### config.mk
export PLATFORM = sky130hd
export DESIGN_NAME = axil_cmd_master
export DESIGN_NICKNAME = d
export VERILOG_FILES = /design/src/rtl/axil_cmd_pkg.sv /design/src/rtl/intr_edge_latch.sv /design/src/rtl/axil_cmd_master.sv
export SDC_FILE = /design/constraint.sdc
export NUM_CORES = 1
export LEC_CHECK = 0
export BUFFER_PORTS_ARGS = -buffer_cell sky130_fd_sc_hd__buf_2
export CAP_MARGIN = 20
export CORE_MARGIN = 2
export CORE_UTILIZATION = 43
export CTS_CLUSTER_DIAMETER = 50
export DETAILED_ROUTE_END_ITERATION = 16
export GPL_ROUTABILITY_DRIVEN = 0
export HOLD_SLACK_MARGIN = 0.1
export PLACE_DENSITY = 0.88
export SYNTH_ARGS = -nofsm -noshare
export SYNTH_HDL_FRONTEND = slang
export SYNTH_SLANG_ARGS = --single-unit
### constraint.sdc
create_clock -name s_axi_aclk -period 1.83 [get_ports s_axi_aclk]
set_input_delay 0.0915 -clock s_axi_aclk [delete_from_list [all_inputs] [get_ports s_axi_aclk]]
set_output_delay 0.0915 -clock s_axi_aclk [all_outputs]
set_load 0.02 [all_outputs]
### src/rtl/axil_cmd_pkg.sv
// Shared encodings for the AXI4-Lite command master: opcodes, response codes,
// controller states and the zyNet slave register offsets.
package axil_cmd_pkg;

    typedef enum logic [1:0] {
        CMD_WRITE = 2'b00,
        CMD_READ  = 2'b01,
        CMD_WAIT  = 2'b10,
        CMD_CLR   = 2'b11
    } cmd_op_e;

    localparam logic [1:0] ST_OKAY    = 2'b00;
    localparam logic [1:0] ST_SLVERR  = 2'b01;
    localparam logic [1:0] ST_DECERR  = 2'b10;
    localparam logic [1:0] ST_TIMEOUT = 2'b11;

    typedef enum logic [2:0] {
        S_IDLE,
        S_WR,
        S_WR_B,
        S_RD_A,
        S_RD_R,
        S_WAIT,
        S_RSP
    } state_e;

    localparam logic [31:0] REG_WEIGHT  = 32'd0;
    localparam logic [31:0] REG_BIAS    = 32'd4;
    localparam logic [31:0] REG_RESULT  = 32'd8;
    localparam logic [31:0] REG_LAYER   = 32'd12;
    localparam logic [31:0] REG_NEURON  = 32'd16;
    localparam logic [31:0] REG_SOFTRST = 32'd28;

endpackage

### src/rtl/intr_edge_latch.sv
// Rising-edge detector feeding a sticky pending flag; a new edge beats a
// simultaneous clear so no interrupt is ever lost.
module intr_edge_latch (
    input  logic clk,
    input  logic rst_n,
    input  logic set,
    input  logic clr,
    output logic pend
);

    logic set_q;
    logic rise;

    assign rise = set & ~set_q;

    always_ff @(posedge clk or negedge rst_n) begin
        if (!rst_n) begin
            set_q <= 1'b0;
            pend  <= 1'b0;
        end else begin
            set_q <= set;
            if (rise) begin
                pend <= 1'b1;
            end else if (clr) begin
                pend <= 1'b0;
            end
        end
    end

endmodule

### src/rtl/axil_cmd_master.sv
// AXI4-Lite master executing WRITE / READ / WAIT_INTR / CLR_INTR commands,
// one at a time, each returning a single response word.
module axil_cmd_master
    import axil_cmd_pkg::*;
#(
    parameter int ADDR_WIDTH = 32,
    parameter int DATA_WIDTH = 32,
    parameter int TIMEOUT_W  = 24,
    parameter int TIMEOUT    = 0
) (
    input  logic                    s_axi_aclk,
    input  logic                    s_axi_aresetn,

    input  logic                    cmd_valid,
    output logic                    cmd_ready,
    input  logic [1:0]              cmd_op,
    input  logic [ADDR_WIDTH-1:0]   cmd_addr,
    input  logic [DATA_WIDTH-1:0]   cmd_data,

    output logic                    rsp_valid,
    input  logic                    rsp_ready,
    output logic [DATA_WIDTH-1:0]   rsp_data,
    output logic [1:0]              rsp_status,

    output logic [ADDR_WIDTH-1:0]   m_axi_awaddr,
    output logic [2:0]              m_axi_awprot,
    output logic                    m_axi_awvalid,
    input  logic                    m_axi_awready,

    output logic [DATA_WIDTH-1:0]   m_axi_wdata,
    output logic [DATA_WIDTH/8-1:0] m_axi_wstrb,
    output logic                    m_axi_wvalid,
    input  logic                    m_axi_wready,

    input  logic [1:0]              m_axi_bresp,
    input  logic                    m_axi_bvalid,
    output logic                    m_axi_bready,

    output logic [ADDR_WIDTH-1:0]   m_axi_araddr,
    output logic [2:0]              m_axi_arprot,
    output logic                    m_axi_arvalid,
    input  logic                    m_axi_arready,

    input  logic [DATA_WIDTH-1:0]   m_axi_rdata,
    input  logic [1:0]              m_axi_rresp,
    input  logic                    m_axi_rvalid,
    output logic                    m_axi_rready,

    input  logic                    intr,
    output logic                    busy
);

    localparam bit                   TIMEOUT_EN = (TIMEOUT != 0);
    localparam logic [TIMEOUT_W-1:0] WAIT_LAST  = TIMEOUT_W'(TIMEOUT - 1);

    state_e                 state;
    logic                   aw_done;
    logic                   w_done;
    logic [TIMEOUT_W-1:0]   wait_cnt;
    logic                   intr_pend;
    logic                   intr_clr;
    logic                   aw_fire;
    logic                   w_fire;

    assign cmd_ready    = (state == S_IDLE);
    assign busy         = (state != S_IDLE);
    assign m_axi_awprot = 3'b000;
    assign m_axi_arprot = 3'b000;
    assign m_axi_wstrb  = '1;

    assign aw_fire  = m_axi_awvalid & m_axi_awready;
    assign w_fire   = m_axi_wvalid & m_axi_wready;
    assign intr_clr = (cmd_valid && (state == S_IDLE) && (cmd_op == CMD_CLR)) ||
                      ((state == S_WAIT) && intr_pend);

    intr_edge_latch u_intr (
        .clk   (s_axi_aclk),
        .rst_n (s_axi_aresetn),
        .set   (intr),
        .clr   (intr_clr),
        .pend  (intr_pend)
    );

    always_ff @(posedge s_axi_aclk or negedge s_axi_aresetn) begin
        if (!s_axi_aresetn) begin
            state         <= S_IDLE;
            aw_done       <= 1'b0;
            w_done        <= 1'b0;
            wait_cnt      <= '0;
            rsp_valid     <= 1'b0;
            rsp_data      <= '0;
            rsp_status    <= ST_OKAY;
            m_axi_awaddr  <= '0;
            m_axi_awvalid <= 1'b0;
            m_axi_wdata   <= '0;
            m_axi_wvalid  <= 1'b0;
            m_axi_bready  <= 1'b0;
            m_axi_araddr  <= '0;
            m_axi_arvalid <= 1'b0;
            m_axi_rready  <= 1'b0;
        end else begin
            case (state)
                S_IDLE: begin
                    if (cmd_valid) begin
                        rsp_data   <= '0;
                        rsp_status <= ST_OKAY;
                        case (cmd_op_e'(cmd_op))
                            CMD_WRITE: begin
                                m_axi_awaddr  <= cmd_addr;
                                m_axi_wdata   <= cmd_data;
                                m_axi_awvalid <= 1'b1;
                                m_axi_wvalid  <= 1'b1;
                                aw_done       <= 1'b0;
                                w_done        <= 1'b0;
                                state         <= S_WR;
                            end
                            CMD_READ: begin
                                m_axi_araddr  <= cmd_addr;
                                m_axi_arvalid <= 1'b1;
                                state         <= S_RD_A;
                            end
                            CMD_WAIT: begin
                                wait_cnt <= '0;
                                state    <= S_WAIT;
                            end
                            default: begin
                                rsp_valid <= 1'b1;
                                state     <= S_RSP;
                            end
                        endcase
                    end
                end
                // AW and W retire independently; B is only requested once both have gone
                S_WR: begin
                    if (aw_fire) begin
                        m_axi_awvalid <= 1'b0;
                        aw_done       <= 1'b1;
                    end
                    if (w_fire) begin
                        m_axi_wvalid <= 1'b0;
                        w_done       <= 1'b1;
                    end
                    if ((aw_done || aw_fire) && (w_done || w_fire)) begin
                        m_axi_bready <= 1'b1;
                        state        <= S_WR_B;
                    end
                end
                S_WR_B: begin
                    if (m_axi_bvalid) begin
                        m_axi_bready <= 1'b0;
                        rsp_status   <= m_axi_bresp;
                        rsp_valid    <= 1'b1;
                        state        <= S_RSP;
                    end
                end
                S_RD_A: begin
                    if (m_axi_arready) begin
                        m_axi_arvalid <= 1'b0;
                        m_axi_rready  <= 1'b1;
                        state         <= S_RD_R;
                    end
                end
                S_RD_R: begin
                    if (m_axi_rvalid) begin
                        m_axi_rready <= 1'b0;
                        rsp_data     <= m_axi_rdata;
                        rsp_status   <= m_axi_rresp;
                        rsp_valid    <= 1'b1;
                        state        <= S_RSP;
                    end
                end
                // A pending interrupt takes priority over an expiring timeout
                S_WAIT: begin
                    if (intr_pend) begin
                        rsp_status <= ST_OKAY;
                        rsp_valid  <= 1'b1;
                        state      <= S_RSP;
                    end else if (TIMEOUT_EN && (wait_cnt == WAIT_LAST)) begin
                        rsp_status <= ST_TIMEOUT;
                        rsp_valid  <= 1'b1;
                        state      <= S_RSP;
                    end else begin
                        wait_cnt <= wait_cnt + 1'b1;
                    end
                end
                S_RSP: begin
                    if (rsp_ready) begin
                        rsp_valid <= 1'b0;
                        state     <= S_IDLE;
                    end
                end
                default: state <= S_IDLE;
            endcase
        end
    end

endmodule

# Yosys cells after proc, flatten, opt, wreduce, memory -nomap -nowiden
# Cells that the tools add are included.
totals:
  reg_bits: 143
  latchBits: 0
  ramBits: 0
  mem_bits_ro: 0
  in_bits: 112
  output_inout_bits: 148
  word_cells: 119
  memories: 0
classes:
  add_sub_neg: 0
  n_mul: 0
  n_div: 0
  n_lt_le_gt_ge: 0
  eq_ne: 21
  shifts: 0
  mux: 48
  bitwise: 4
  reduce_logical: 30
ops:
  columns: ["op", "count"]
  rows:
  - ["$mux W32", 2]
  - ["$pmux W32 S2", 1]
  - ["$mux W1", 23]
  - ["$mux W3", 7]
  - ["$pmux W3 S7", 1]
  - ["$ne A2 B2 Y1 const B", 9]
  - ["$reduce_and A3 Y1", 5]
  - ["$pmux W1 S2", 7]
  - ["$reduce_and A7 Y1", 2]
  - ["$reduce_and A4 Y1", 3]
  - ["$reduce_bool A2 Y1", 6]
  - ["$eq A3 B3 Y1 const B", 3]
  - ["$pmux W3 S3", 1]
  - ["$mux W2", 4]
  - ["$pmux W2 S4", 1]
  - ["$eq A3 B2 Y1 const B", 2]
  - ["$ne A2 B1 Y1 const B", 3]
  - ["$pmux W1 S5", 1]
  - ["$reduce_and A5 Y1", 1]
  - ["$reduce_bool A5 Y1", 1]
  - ["$eq A2 B2 Y1 const B", 2]
  - ["$logic_and A1 B1 Y1", 4]
  - ["$reduce_bool A4 Y1", 1]
  - ["$and A1 B1 Y1", 3]
  - ["8 further kinds", 10]

# Longest topological paths before layout
# Gate-level depths: netlist of the first run.
logic_depth:
  word_depth: 6
  ltp_mapped: 8

# Cells and area by module
# Synthesis of the first run repeated with hierarchy kept, for this count alone.
unflattened:
  cells_unflattened: 451
  hier_area_um2: 5856.9
modules_own_cells:
  columns: ["mod", "n_inst", "cells_per_inst", "area_per_inst_um2", "seq_area_each_um2"]
  rows:
  - ["axil_cmd_master", 1, 446, 5786.8, 3528.4]
  - ["intr_edge_latch", 1, 5, 70.1, 50.0]

# Least setup slack after synthesis of the first run
# OpenSTA, ideal clock, no wires.
synth_path:
  path_type: "register -> register"
  from: "register state[2]"
  to: "register m_axi_araddr[10]"
  setup_time_ns: 0.125
  arrival_time_ns: 1.757
  setup_slack_ns: -0.052
  stages_incl_launch_ff: 8
  period_less_slack_ns: 1.882
  path_cell_list: "dfrtp_1 > buf_6 > or3_4 > clkinv_2 > and4b_1 > buf_6 > buf_12 > mux2_4"
synth_between:
  elab_chain_cells: 2
synth_rtl:
  columns: ["item", "line_no", "source"]
  rows:
  - ["from (decl)", "axil_cmd_master.sv:56", "state_e state;"]
  - ["from (signal assigned)", "axil_cmd_master.sv:86", "state <= S_IDLE;"]
  - ["from (signal assigned)", "axil_cmd_master.sv:115", "state <= S_WR;"]
  - ["from (signal assigned)", "axil_cmd_master.sv:120", "state <= S_RD_A;"]
  - ["$logic_not A3 Y1", null, null]
  - ["named net cmd_ready", "axil_cmd_master.sv:15", "output logic cmd_ready,"]
  - ["$reduce_and A3 Y1 (no source line)", null, null]
  - ["to (signal assigned)", "axil_cmd_master.sv:118", "m_axi_araddr <= cmd_addr;"]
  - ["to (decl)", "axil_cmd_master.sv:39", "output logic [ADDR_WIDTH-1:0] m_axi_araddr,"]
# The timed path passes the listed nets, and every way through them passes these cells.
# A chain may end at the register's enable or synchronous reset.

# Final worst setup path of the first run
layout_path:
  from: "register state[2]"
  to: "register m_axi_araddr[8]"
layout_between:
  elab_chain_cells: 2
layout_rtl:
  columns: ["item", "line_no", "source"]
  rows:
  - ["$logic_not A3 Y1", "axil_cmd_master.sv:102", "case (state)"]
  - ["$reduce_and A3 Y1 (no source line)", null, null]
# No other way between the ends.

==> results by group, run 1 <==
Outcome
  – Status: completed

Placement
  – Half-perimeter wire length of the detailed placement result: 10900 um
  – Pre-CTS setup slack: 0.0203 ns
  – Number of buffer cells added on primary ports: 249

Setup path
  – CP max stage delay: 0.41 ns
  – Critical path data required time: 2.12 ns
  – Buffers & Inverters on Critical Path: 2
  – Critical setup path kind: flip-flop to flip-flop
  – Kind of cell adding the most delay to the critical path: simple AND/OR/NAND/NOR gates
  – Crit path max fanout: 11
  – Chain of cells forming the critical path: or3_4, clkinv_4, and4b_4, buf_12, mux2_4
  – Slowest cell on crit path: or3_4
  – Capturing element type of the critical path: flip-flop
  – Startpoint kind of the worst setup timing path: flip-flop
  – Critical Path AT: 2.07 ns

Global route
  – Global Route Usage Sum: 25.5%
  – Via count of the first global-routing pass: 5807
  – Pin count of the biggest net entering global routing: 67
  – Number of antenna violations at the first check in global routing: 1
  – First-pass GRT wire length: 29100 um
  – Total congestion overflow: 0

Yosys
  – Number of cells produced by synthesis: 587
  – Top flip-flop cell by instance count after synthesis: dfrtp_1
  – Mapped Area: 5940 um2
  – Register area share after synthesis: 60.3%
  – Yosys reg bits: 143
  – Synthesis warning total: 0
  – Synthesized area divided by synthesized cell count: 10.1 um2
  – Number of distinct standard cells referenced by the synthesized netlist: 40
  – Number of enable-type register cells in the synthesized netlist: 0
  – Proportion of synthesized flip-flops having asynchronous set or reset: 100%

Timing
  – Min cycle time layout: 1.78 ns
  – Post-route clock skew: 0.00613 ns
  – Max Freq: 561 MHz
  – Max-slew violation total from the final report: 0
  – RSZ-0062 raised after global routing: false
  – Post-route setup slack: 0.0477 ns
  – Final setup viols: 0
  – Number of hold violations in the final report: 0
  – Final worst-path cycle share: 97.4%

Routing
  – Detailed-route via count: 5659
  – Initial DRC count: 271
  – Antenna viol nets, final: 0
  – Number of detailed-routing iterations run before antenna repair: 4
  – Sum of routed wire length over all layers: 18500 um
  – Via-to-Cell Ratio: 4.98
  – Remaining routing DRC violations: 0
  – Post-DR wirelength/cell: 16.2 um

Clocking
  – Reg clk slew, reported paths: 0.06 ns
  – Root cell of the clock tree: clkbuf_16
  – Post-CTS Setup Repair Bufs: 0
  – Sinks on the clock net: 143
  – H-tree depth: 4
  – Max Root-Sink Buffers: 2
  – Clk_lat worst skew: 0.40 ns
  – TritonCTS clock tree: built
  – Number of clock buffers inserted by TritonCTS: 17

Power and ir drop
  – Leak Pwr: 0.00508 uW
  – Power after layout: 14800 uW
  – Power density over cell area: 1620 nW/um2
  – IR Drop Worst-Case VDD: 0.747 mV

Floorplan
  – Core footprint: 13300 um2
  – Die area: 14800 um2
  – Chip height: 122 um
  – FP Rows: 42
  – Initial cell density of the core: 44.5%
  – Count of pins on the block boundary: 260
  – Die width: 122 um

Min path
  – Min-Delay Path Class: input port to flip-flop

Layout
  – Area growth, synth to finish: 54.4%
  – Share of cells above drive strength 1: 35.9%
  – Number of nets in the layout: 1058

Flow run
  – Total of max-cap violations: 0
[per-layer routing]
layer / wire length, um / GRT usage [%] / up-vias
met5: 0 / 0 / -
met4: 898 / 15.0 / 0
met3: 1320 / 7.28 / 77
met2: 9280 / 42.6 / 291
met1: 6960 / 29.2 / 2703
li1: - / - / 2588
[cell type report]
cell class | instances | area [um2]
fillers | 916 | 4180
clock inverters | 10 | 184
clock buffers | 21 | 470
multi-input cells | 405 | 2130
diodes | 2 | 5.00
inverters | 3 | 16.3
well taps | 176 | 220
flip-flops and latches | 143 | 3580
repair buffers | 376 | 2560
[power by group]
group | switching [uW] | internal (uW)
clock | 1290 | 2520
sequential | 721 | 4380
combinational | 3660 | 2250
total | 5670 | 9150
[timing repair]
item	CTS	global route
gates cloned	0	1
hold endpoints to repair	285	0
hold buffers	109	0
resized for setup	0	5
pin swaps	1	0
endpoints found under the setup margin	1	25
[worst paths after layout]
check,startpoint,to,slack (ns),cells after the start
min reg2reg,u_intr.set_q,u_intr.pend,0.43,1
max reg2reg,state[2],m_axi_araddr[8],0.05,5
max in group asynchronous,s_axi_aresetn,m_axi_arvalid,1.01,3
min,cmd_op[1],m_axi_awvalid,0.15,4
min in group asynchronous,s_axi_aresetn,m_axi_wdata[16],0.18,2
max,state[2],m_axi_araddr[8],0.05,5
[registers in the layout, indices dropped and copies added, names as in the netlist]
name           count
aw_done            1
m_axi_rready       1
u_intr.set_q       1
m_axi_wvalid       1
m_axi_araddr      32
state              3
rsp_valid          1
rsp_data          32
u_intr.pend        1
m_axi_awaddr      32
w_done             1
m_axi_bready       1
m_axi_arvalid      1
m_axi_wdata       32
rsp_status         2
m_axi_awvalid      1
[worst min-delay path: cells and delay by family]
kind                   cells  cell delay (ns)
and+or+nand+nor            3             0.28
buffers and inverters      1             0.15
[cell usage after synthesis, drive strengths merged (3+ instances only)]
cell / number / area share, %
dfrtp: 143 / 60
buf: 26 / 3.6
nor3: 3 / 0.25
nand2: 263 / 17
clkbuf: 18 / 1.1
nand3: 33 / 2.8
a31oi: 4 / 0.42
nor2: 12 / 0.76
a21oi: 10 / 0.84
mux2: 35 / 8.5
o21ai: 5 / 0.42
[layout by cell type (no fill, tap or decap), types with 2 or more instances in the layout]
cell type,Yosys,routed
nor3_2,0,2
clkbuf_8,0,3
inv_1,2,2
nand2_1,263,262
a22oi_1,2,2
buf_12,3,5
conb_1,2,10
a211oi_1,2,2
clkinv_4,0,2
a31oi_1,4,4
a21oi_1,10,10
o21a_1,2,2
nand3_1,33,33
clkinv_2,1,2
mux2_2,6,6
buf_2,11,248
diode_2,0,2
bufinv_16,0,5
buf_4,10,11
o21bai_1,2,2
clkinvlp_4,0,2
o21ai_0,4,4
buf_6,2,2
a21bo_2,2,2
mux2_4,29,29
nor4b_2,0,2
dlygate4sd3_1,0,109
clkbuf_16,0,18
dfrtp_1,143,143
nor2b_1,2,2
nor2_1,12,12
[cells by family after synthesis]
family | Yosys count | share of synthesized area, %
buf+inv | 47 | 4.93
other cells | 2 | 0.126
simple gates | 325 | 22.3
mux | 36 | 8.64
flops | 143 | 60.3
compound gates | 34 | 3.75
[stage by stage]
stage / util (%) / std cells / hold WS (ns) / area (um2) / setup TNS (ns)
after floorplan: - / 595 / -0.204 / 5970 / -0.839
after global placement: 55.2 / 993 / -0.00621 / 7370 / 0
after detailed placement: 55.2 / 993 / -0.00407 / 7370 / 0
after CTS: 68.3 / 1133 / 0.122 / 9110 / 0
after global routing: 68.7 / 1135 / 0.158 / 9170 / 0
final: 68.7 / 1136 / 0.150 / 9170 / 0
Power figures use the tool's default switching activity.
==> inputs of run 2 (changes only) <==
Settings changed: SETUP_SLACK_MARGIN from default to 0.1.
==> results by group, run 2 (same netlist as run 1, synthesis figures left out) <==
Outcome
  – Status: finished, violations left (was completed)
  – Failing checks: setup timing

Clocking
  – Reg clk slew, reported paths: 0.06 ns (about the same)
  – Max Root-Sink Buffers: 2 (unchanged)
  – Clk_lat worst skew: 0.41 ns (was 0.40 ns)
  – H-tree depth: 4 (unchanged)
  – TritonCTS clock tree: built (unchanged)
  – Root cell of the clock tree: clkbuf_16 (unchanged)
  – Sinks on the clock net: 143 (unchanged)
  – Number of clock buffers inserted by TritonCTS: 17 (unchanged)

Setup path
  – Worst reg2reg path depth: 6 (was 5)
  – Critical Path AT: 2.18 ns (was 2.07 ns)
  – CP max stage delay: 0.41 ns (about the same)
  – Critical path data required time: 2.12 ns (about the same)
  – Buffers & Inverters on Critical Path: 3 (was 2)
  – Slowest cell on crit path: or3_4 (unchanged)
  – Critical setup path kind: flip-flop to flip-flop (unchanged)
  – Crit path max fanout: 6 (was 11)
  – Register-to-register setup slack: -0.05 ns (was 0.05 ns)
  – Logic depth of the worst path, buffers included: 6 (was 5)
  – Chain of cells forming the critical path: or3_4, clkinv_4, and4b_2, buf_6, buf_12, mux2_4 (was or3_4, clkinv_4, and4b_4, buf_12, mux2_4)
  – Kind of cell adding the most delay to the critical path: simple AND/OR/NAND/NOR gates (unchanged)
  – Capturing element type of the critical path: flip-flop (unchanged)
  – Startpoint kind of the worst setup timing path: flip-flop (unchanged)

Global route
  – Total congestion overflow: 0 (unchanged)
  – Via count of the first global-routing pass: 5936 (was 5807)
  – Pin count of the biggest net entering global routing: 67 (unchanged)
  – Number of antenna violations at the first check in global routing: 1 (unchanged)
  – First-pass GRT wire length: 29500 um (was 29100 um)
  – Global Route Usage Sum: 25.9% (was 25.5%)

Routing
  – Via-to-Cell Ratio: 5.12 (was 4.98)
  – Initial DRC count: 471 (was 271)
  – Remaining routing DRC violations: 0 (unchanged)
  – Number of detailed-routing iterations run before antenna repair: 5 (was 4)
  – Antenna viol nets, final: 0 (unchanged)
  – Detailed-route via count: 5920 (was 5659)
  – Sum of routed wire length over all layers: 21100 um (was 18500 um)
  – Post-DR wirelength/cell: 18.3 um (was 16.2 um)

Timing
  – Post-route setup slack: -0.0546 ns (was 0.0477 ns)
  – RSZ-0062 raised after global routing: true (was false)
  – Number of hold violations in the final report: 0 (unchanged)
  – Rel. slew slack: 65.2%
  – Max Freq: 531 MHz (was 561 MHz)
  – Post-route clock skew: 0.00561 ns (was 0.00613 ns)
  – Final worst-path cycle share: 103% (was 97.4%)
  – Transition time at the pin with the least slew margin: 0.521 ns
  – Final setup viols: 29 (was 0)
  – Min cycle time layout: 1.88 ns (was 1.78 ns)
  – Setup Total Neg Slack: -0.663 ns (was 0 ns)
  – Max-slew violation total from the final report: 0 (unchanged)

Layout
  – Core occupancy in the finished layout: 72.0% (was 68.7%)
  – Post-route cell area: 9610 um2 (was 9170 um2)
  – Final-layout fill cell count: 868 (was 916)
  – Share of cells above drive strength 1: 37.7% (was 35.9%)
  – Most frequent standard cell in the layout excluding fill and tap cells: nand2_1 (unchanged)
  – Most frequent cells in the layout: nand2_1 (262), buf_2 (248), dfrtp_1 (143) (unchanged)
  – Area growth, synth to finish: 61.9% (was 54.4%)
  – Number of nets in the layout: 1079 (was 1058)

Min path
  – Min-Delay Path Class: input port to asynchronous set/reset pin (was input port to flip-flop)

Floorplan
  – Chip height: 122 um (unchanged)
  – Die area: 14800 um2 (unchanged)
  – Die width: 122 um (unchanged)
  – FP Rows: 42 (unchanged)
  – Count of pins on the block boundary: 260 (unchanged)
  – Core footprint: 13300 um2 (unchanged)
  – Initial cell density of the core: 44.5% (unchanged)

Power and ir drop
  – IR Drop Worst-Case VDD: 0.852 mV (was 0.747 mV)
  – Leak Pwr: 0.00532 uW (was 0.00508 uW)
  – Power after layout: 15500 uW (was 14800 uW)
  – Power density over cell area: 1610 nW/um2 (was 1620 nW/um2)

Placement
  – Cell area after placement: 7370 um2 (unchanged)
  – Number of buffer cells added on primary ports: 249 (unchanged)
  – Half-perimeter wire length of the detailed placement result: 10900 um (unchanged)
  – Pre-CTS setup slack: 0.0203 ns (unchanged)

Flow run
  – Total of max-cap violations: 0 (unchanged)
-- run 2: cell types whose count changed in the layout (fill, tap and decap cells not counted), sizes merged --
cell	change
clkbuf	+6
buf	+15
-- run 2: per-stage QoR --
stage	cells	hold WS, ns
after floorplan	595	-0.204
after global placement	993	-0.00621
after detailed placement	993	-0.00407
after CTS	1141	0.122
after global routing	1156	0.180
final	1157	0.170
-- run 2: worst reg2reg max path: stages (launching register included) --
cell and delay (ns):
dfrtp_1 0.39, or3_4 0.41, clkinv_4 0.05, and4b_2 0.30
buf_6 0.16, buf_12 0.14, mux2_4 0.32
-- run 2: what timing repair did --
action                                  4_1_cts  5_1_grt
cloned                                        2        8
hold buffers                                109        0
endpoints found under the hold margin       285        0
endpoints found under the setup margin       32      132
resized for setup                            11       22
pin swaps                                     3        4
buffers inserted                              6        8
-- run 2: area by class of cell --
type | count | area (um2) | share of cell area (%)
Antenna cell | 2 | 5.00 | 0.0521
Clock buffer | 21 | 470 | 4.89
Clock inverter | 10 | 184 | 1.91
Inverter | 3 | 16.3 | 0.169
Multi-Input combinational cell | 405 | 2210 | 23.0
Sequential cell | 143 | 3580 | 37.2
Tap cell | 176 | 220 | 2.29
Timing Repair Buffer | 397 | 2920 | 30.4
-- run 2: path summary, 6_finish.rpt --
path,start,end
max reg2reg,state[2],m_axi_araddr[15]
min in group s_axi_aclk,cmd_op[1],state[0]
min reg2reg,u_intr.set_q,u_intr.pend
max in group asynchronous,s_axi_aresetn,state[1]
min,s_axi_aresetn,m_axi_wdata[16]
max,state[2],m_axi_araddr[15]
-- run 2: report_power, final --
group	internal [uW]	total, uW	switching [uW]	leakage [uW]
Sequential	4380	5150	765	0.00186
Combinational	2600	6470	3880	0.00314
Clock	2520	3840	1320	0.000315
Total	9500	15500	5960	0.00532
-- run 2: routing by layer --
metal	up-vias	track usage (%)	wire [um]
met3	92	6.86	1540
met2	340	45.0	10800
met1	2849	28.8	7800
li1	2639	-	-
met4	0	14.9	984
met5	-	0	0
==> inputs of run 3 (changes only) <==
Settings changed: SYNTH_HIERARCHICAL from default to 1.
==> results by group, run 3 <==
Outcome
  – Status: completed (was finished, violations left)

Layout
  – Share of cells above drive strength 1: 48.9% (was 37.7%)
  – Area growth, synth to finish: 56.3% (was 61.9%)
  – Final antenna diode count: 0 (was 2)
  – Most frequent cells in the layout: buf_2 (247), dfrtp_1 (142), dlygate4sd3_1 (107) (was nand2_1 (262), buf_2 (248), dfrtp_1 (143))
  – Most frequent standard cell in the layout excluding fill and tap cells: buf_2 (was nand2_1)
  – Final-layout fill cell count: 854 (was 868)
  – Number of standard cells in the final layout excluding fillers: 1010 (was 1157)
  – Number of nets in the layout: 934 (was 1079)

Clocking
  – Root cell of the clock tree: clkbuf_16 (unchanged)
  – Clk_lat worst skew: 0.40 ns (was 0.41 ns)
  – H-tree depth: 4 (unchanged)
  – Max Root-Sink Buffers: 2 (unchanged)
  – TritonCTS clock tree: built (unchanged)
  – Sinks on the clock net: 143 (unchanged)
  – Reg clk slew, reported paths: 0.06 ns (about the same)
  – Number of clock buffers inserted by TritonCTS: 17 (unchanged)

Routing
  – Via-to-Cell Ratio: 4.99 (was 5.12)
  – Post-DR wirelength/cell: 17.2 um (was 18.3 um)
  – Initial DRC count: 310 (was 471)
  – Detailed-route via count: 5043 (was 5920)
  – Number of detailed-routing iterations run before antenna repair: 5 (unchanged)
  – Sum of routed wire length over all layers: 17400 um (was 21100 um)
  – Remaining routing DRC violations: 0 (unchanged)
  – Antenna viol nets, final: 0 (unchanged)

Power and ir drop
  – Clock network power share: 23.3% (was 24.8%)
  – Leak Pwr: 0.00478 uW (was 0.00532 uW)
  – Sequential Power Share: 34.8% (was 33.3%)
  – IR Drop Worst-Case VDD: 1.21 mV (was 0.852 mV)
  – Net switching fraction of the power: 38.2% (was 38.5%)
  – Net load switching power: 5810 uW (was 5960 uW)
  – Power after layout: 15200 uW (was 15500 uW)
  – Internal power contribution: 9390 uW (was 9500 uW)
  – Share of power burned in combinational logic: 41.9% (about the same)
  – Power density over cell area: 1660 nW/um2 (was 1610 nW/um2)

Floorplan
  – FP Rows: 42 (unchanged)
  – Count of pins on the block boundary: 260 (unchanged)
  – Initial cell density of the core: 44.1% (was 44.5%)
  – Die area: 14600 um2 (was 14800 um2)
  – Chip height: 121 um (was 122 um)
  – Core footprint: 13300 um2 (about the same)
  – Die width: 121 um (was 122 um)

Setup path
  – Chain of cells forming the critical path: nor4_4, nor2b_4, buf_12, buf_12, mux2_2 (was or3_4, clkinv_4, and4b_2, buf_6, buf_12, mux2_4)
  – Critical Path Start: state[1] (was state[2])
  – Critical setup path kind: flip-flop to flip-flop (unchanged)
  – Worst reg2reg path depth: 5 (was 6)
  – Crit path max fanout: 15 (was 6)
  – Critical Path AT: 2.01 ns (was 2.18 ns)
  – Capturing element type of the critical path: flip-flop (unchanged)
  – Register-to-register setup slack: 0.10 ns (was -0.05 ns)
  – Worst reg2reg path endpoint: m_axi_wdata[20] (was m_axi_araddr[15])
  – Cell type with the highest occurrence count on the critical path: buf_12
  – CP max stage delay: 0.44 ns (was 0.41 ns)
  – Slowest cell on crit path: dfrtp_2 (was or3_4)
  – Critical path data required time: 2.11 ns (was 2.12 ns)
  – Reg2Reg Launch Point: state[1] (was state[2])
  – Startpoint kind of the worst setup timing path: flip-flop (unchanged)

Yosys
  – Register area share after synthesis: 61.1% (was 60.3%)
  – Most used standard cell by instance count after synthesis: dfrtp_1 (was nand2_1)
  – Number of cells produced by synthesis: 451 (was 587)
  – Top flip-flop cell by instance count after synthesis: dfrtp_1 (unchanged)
  – Synth area leaders: dfrtp_1 (61%), mux2_2 (16%), nand2_1 (4.8%), mux2_4 (4.1%), nand3_1 (3.0%) (was dfrtp_1 (60%), nand2_1 (17%), mux2_4 (7.3%), nand3_1 (2.8%), buf_4 (1.3%))
  – Synthesis warning total: 6 (was 0)
  – Portion of synthesized cell area occupied by the leading cell type: 61.1% (was 60.3%)
  – Yosys reg bits: 143 (unchanged)
  – Mapped Area: 5860 um2 (was 5940 um2)
  – Number of enable-type register cells in the synthesized netlist: 0 (unchanged)
  – Synthesized area divided by synthesized cell count: 13.0 um2 (was 10.1 um2)
  – Number of distinct standard cells referenced by the synthesized netlist: 41 (was 40)
  – List of most frequent post-synthesis cells: dfrtp_1 (143), mux2_2 (82), nand2_1 (75) (was nand2_1 (263), dfrtp_1 (143), nand3_1 (33))
  – Biggest area consumer among synthesized cells: dfrtp_1 (unchanged)
  – Proportion of synthesized flip-flops having asynchronous set or reset: 100% (unchanged)

Placement
  – Placed cell count: 869 (was 993)
  – Pre-CTS setup slack: 0.0694 ns (was 0.0203 ns)
  – Number of buffer cells added on primary ports: 249 (unchanged)
  – Half-perimeter wire length of the detailed placement result: 10300 um (was 10900 um)

Timing
  – Setup Total Neg Slack: 0 ns (was -0.663 ns)
  – Post-route setup slack: 0.101 ns (was -0.0546 ns)
  – Max Freq: 578 MHz (was 531 MHz)
  – Final setup viols: 0 (was 29)
  – Max-slew violation total from the final report: 0 (unchanged)
  – Post-route clock skew: 0.00800 ns (was 0.00561 ns)
  – Number of hold violations in the final report: 0 (unchanged)
  – Final worst-path cycle share: 94.5% (was 103%)
  – Min cycle time layout: 1.73 ns (was 1.88 ns)
  – RSZ-0062 raised after global routing: true (unchanged)

Global route
  – Global Route Usage Sum: 24.0% (was 25.9%)
  – First-pass GRT wire length: 27200 um (was 29500 um)
  – Via count of the first global-routing pass: 5446 (was 5936)
  – Pin count of the biggest net entering global routing: 46 (was 67)
  – Total congestion overflow: 0 (unchanged)
  – Number of antenna violations at the first check in global routing: 0 (was 1)

Min path
  – Worst hold path stage count: 4
  – Hold-critical path endpoint: u_intr/pend
  – Worst Min Path Start: cmd_op[0]
  – Min-Delay Path Class: input port to flip-flop (was input port to asynchronous set/reset pin)

Flow run
  – Total of max-cap violations: 0 (unchanged)
[run 3: cell types whose count changed in the layout (fill, tap and decap cells not counted), sizes merged, moves of 4 or more]
| cell | before | now |
|---|---|---|
| mux2 | 35 | 98 |
| inv | 2 | 11 |
| o21ai | 5 | 9 |
| buf | 281 | 271 |
| nand2 | 263 | 75 |
| clkbuf | 28 | 21 |
| nor2 | 12 | 6 |
| a21oi | 10 | 4 |
[run 3: through the flow]
stage               hold slack [ns]  utilization (%)  area (um2)
floorplan                    -0.204                -        5890
CTS                           0.108             68.3        9090
global placement             0.0430             55.6        7390
detailed placement           0.0504             55.6        7390
finish                        0.132             68.9        9150
global route                  0.119             68.9        9150
[run 3: layout make-up]
| class | instances | area, um2 | area share, % |
|---|---|---|---|
| inverters | 8 | 30.0 | 0.328 |
| clock buffers | 20 | 457 | 4.99 |
| well taps | 176 | 220 | 2.41 |
| repair buffers | 379 | 2630 | 28.7 |
| multi-input cells | 273 | 2080 | 22.7 |
| flip-flops and latches | 143 | 3580 | 39.1 |
| clock inverters | 11 | 156 | 1.71 |
[run 3: worst max-delay path by stage]
stage,end,slack [ns],cells after the start
finish,m_axi_wdata[20],0.10,5
floorplan,m_axi_awaddr[15],0.13,7
global route,m_axi_wdata[13],0.03,5
global placement,m_axi_wdata[24],0.12,6
detailed placement,m_axi_awaddr[9],0.07,6
CTS,cmd_ready,0.08,4
[run 3: worst max-delay path, delay by kind of cell (launching register included)]
family,cells,cell delay [ns]
buffers and inverters,2,0.30
flip-flops,1,0.44
multiplexers,1,0.36
AND/OR/NAND/NOR,2,0.49
[run 3: kinds of logic (layout without fill, tap and decap cells)]
group	after synthesis	count (layout)	share of synthesized area, %
multiplexers	99	99	20.0
AO/OA/AOI/OAI	31	31	3.85
AND/OR/NAND/NOR	133	133	10.5
flip-flops	143	143	61.1
other	2	10	0.128
buffers and inverters	43	418	4.42
[run 3: power groups by stage]
stage | combinational [uW] | sequential (uW) | clock (uW)
final | 6380 | 5290 | 3540
after global routing | 6780 | 5430 | 3750
after CTS | 6190 | 5230 | 3590
after detailed placement | 6000 | 5250 | 0
after global placement | 5830 | 5190 | 0
after floorplan | 2200 | 6770 | 0
[run 3: layer usage]
metal / GRT usage, % / vias to the layer above / share of wire, %
met5: 0 / - / 0
met4: 9.23 / 0 / 2.7
met3: 6.56 / 41 / 7.4
met2: 44.0 / 267 / 52
met1: 26.4 / 2446 / 38
li1: - / 2289 / -
[run 3: timing repair]
item	CTS	global route
setup buffers	0	2
resized for setup	2	8
hold endpoints to repair	283	0
cloned	0	1
endpoints found under the setup margin	27	52
hold buffers	107	0
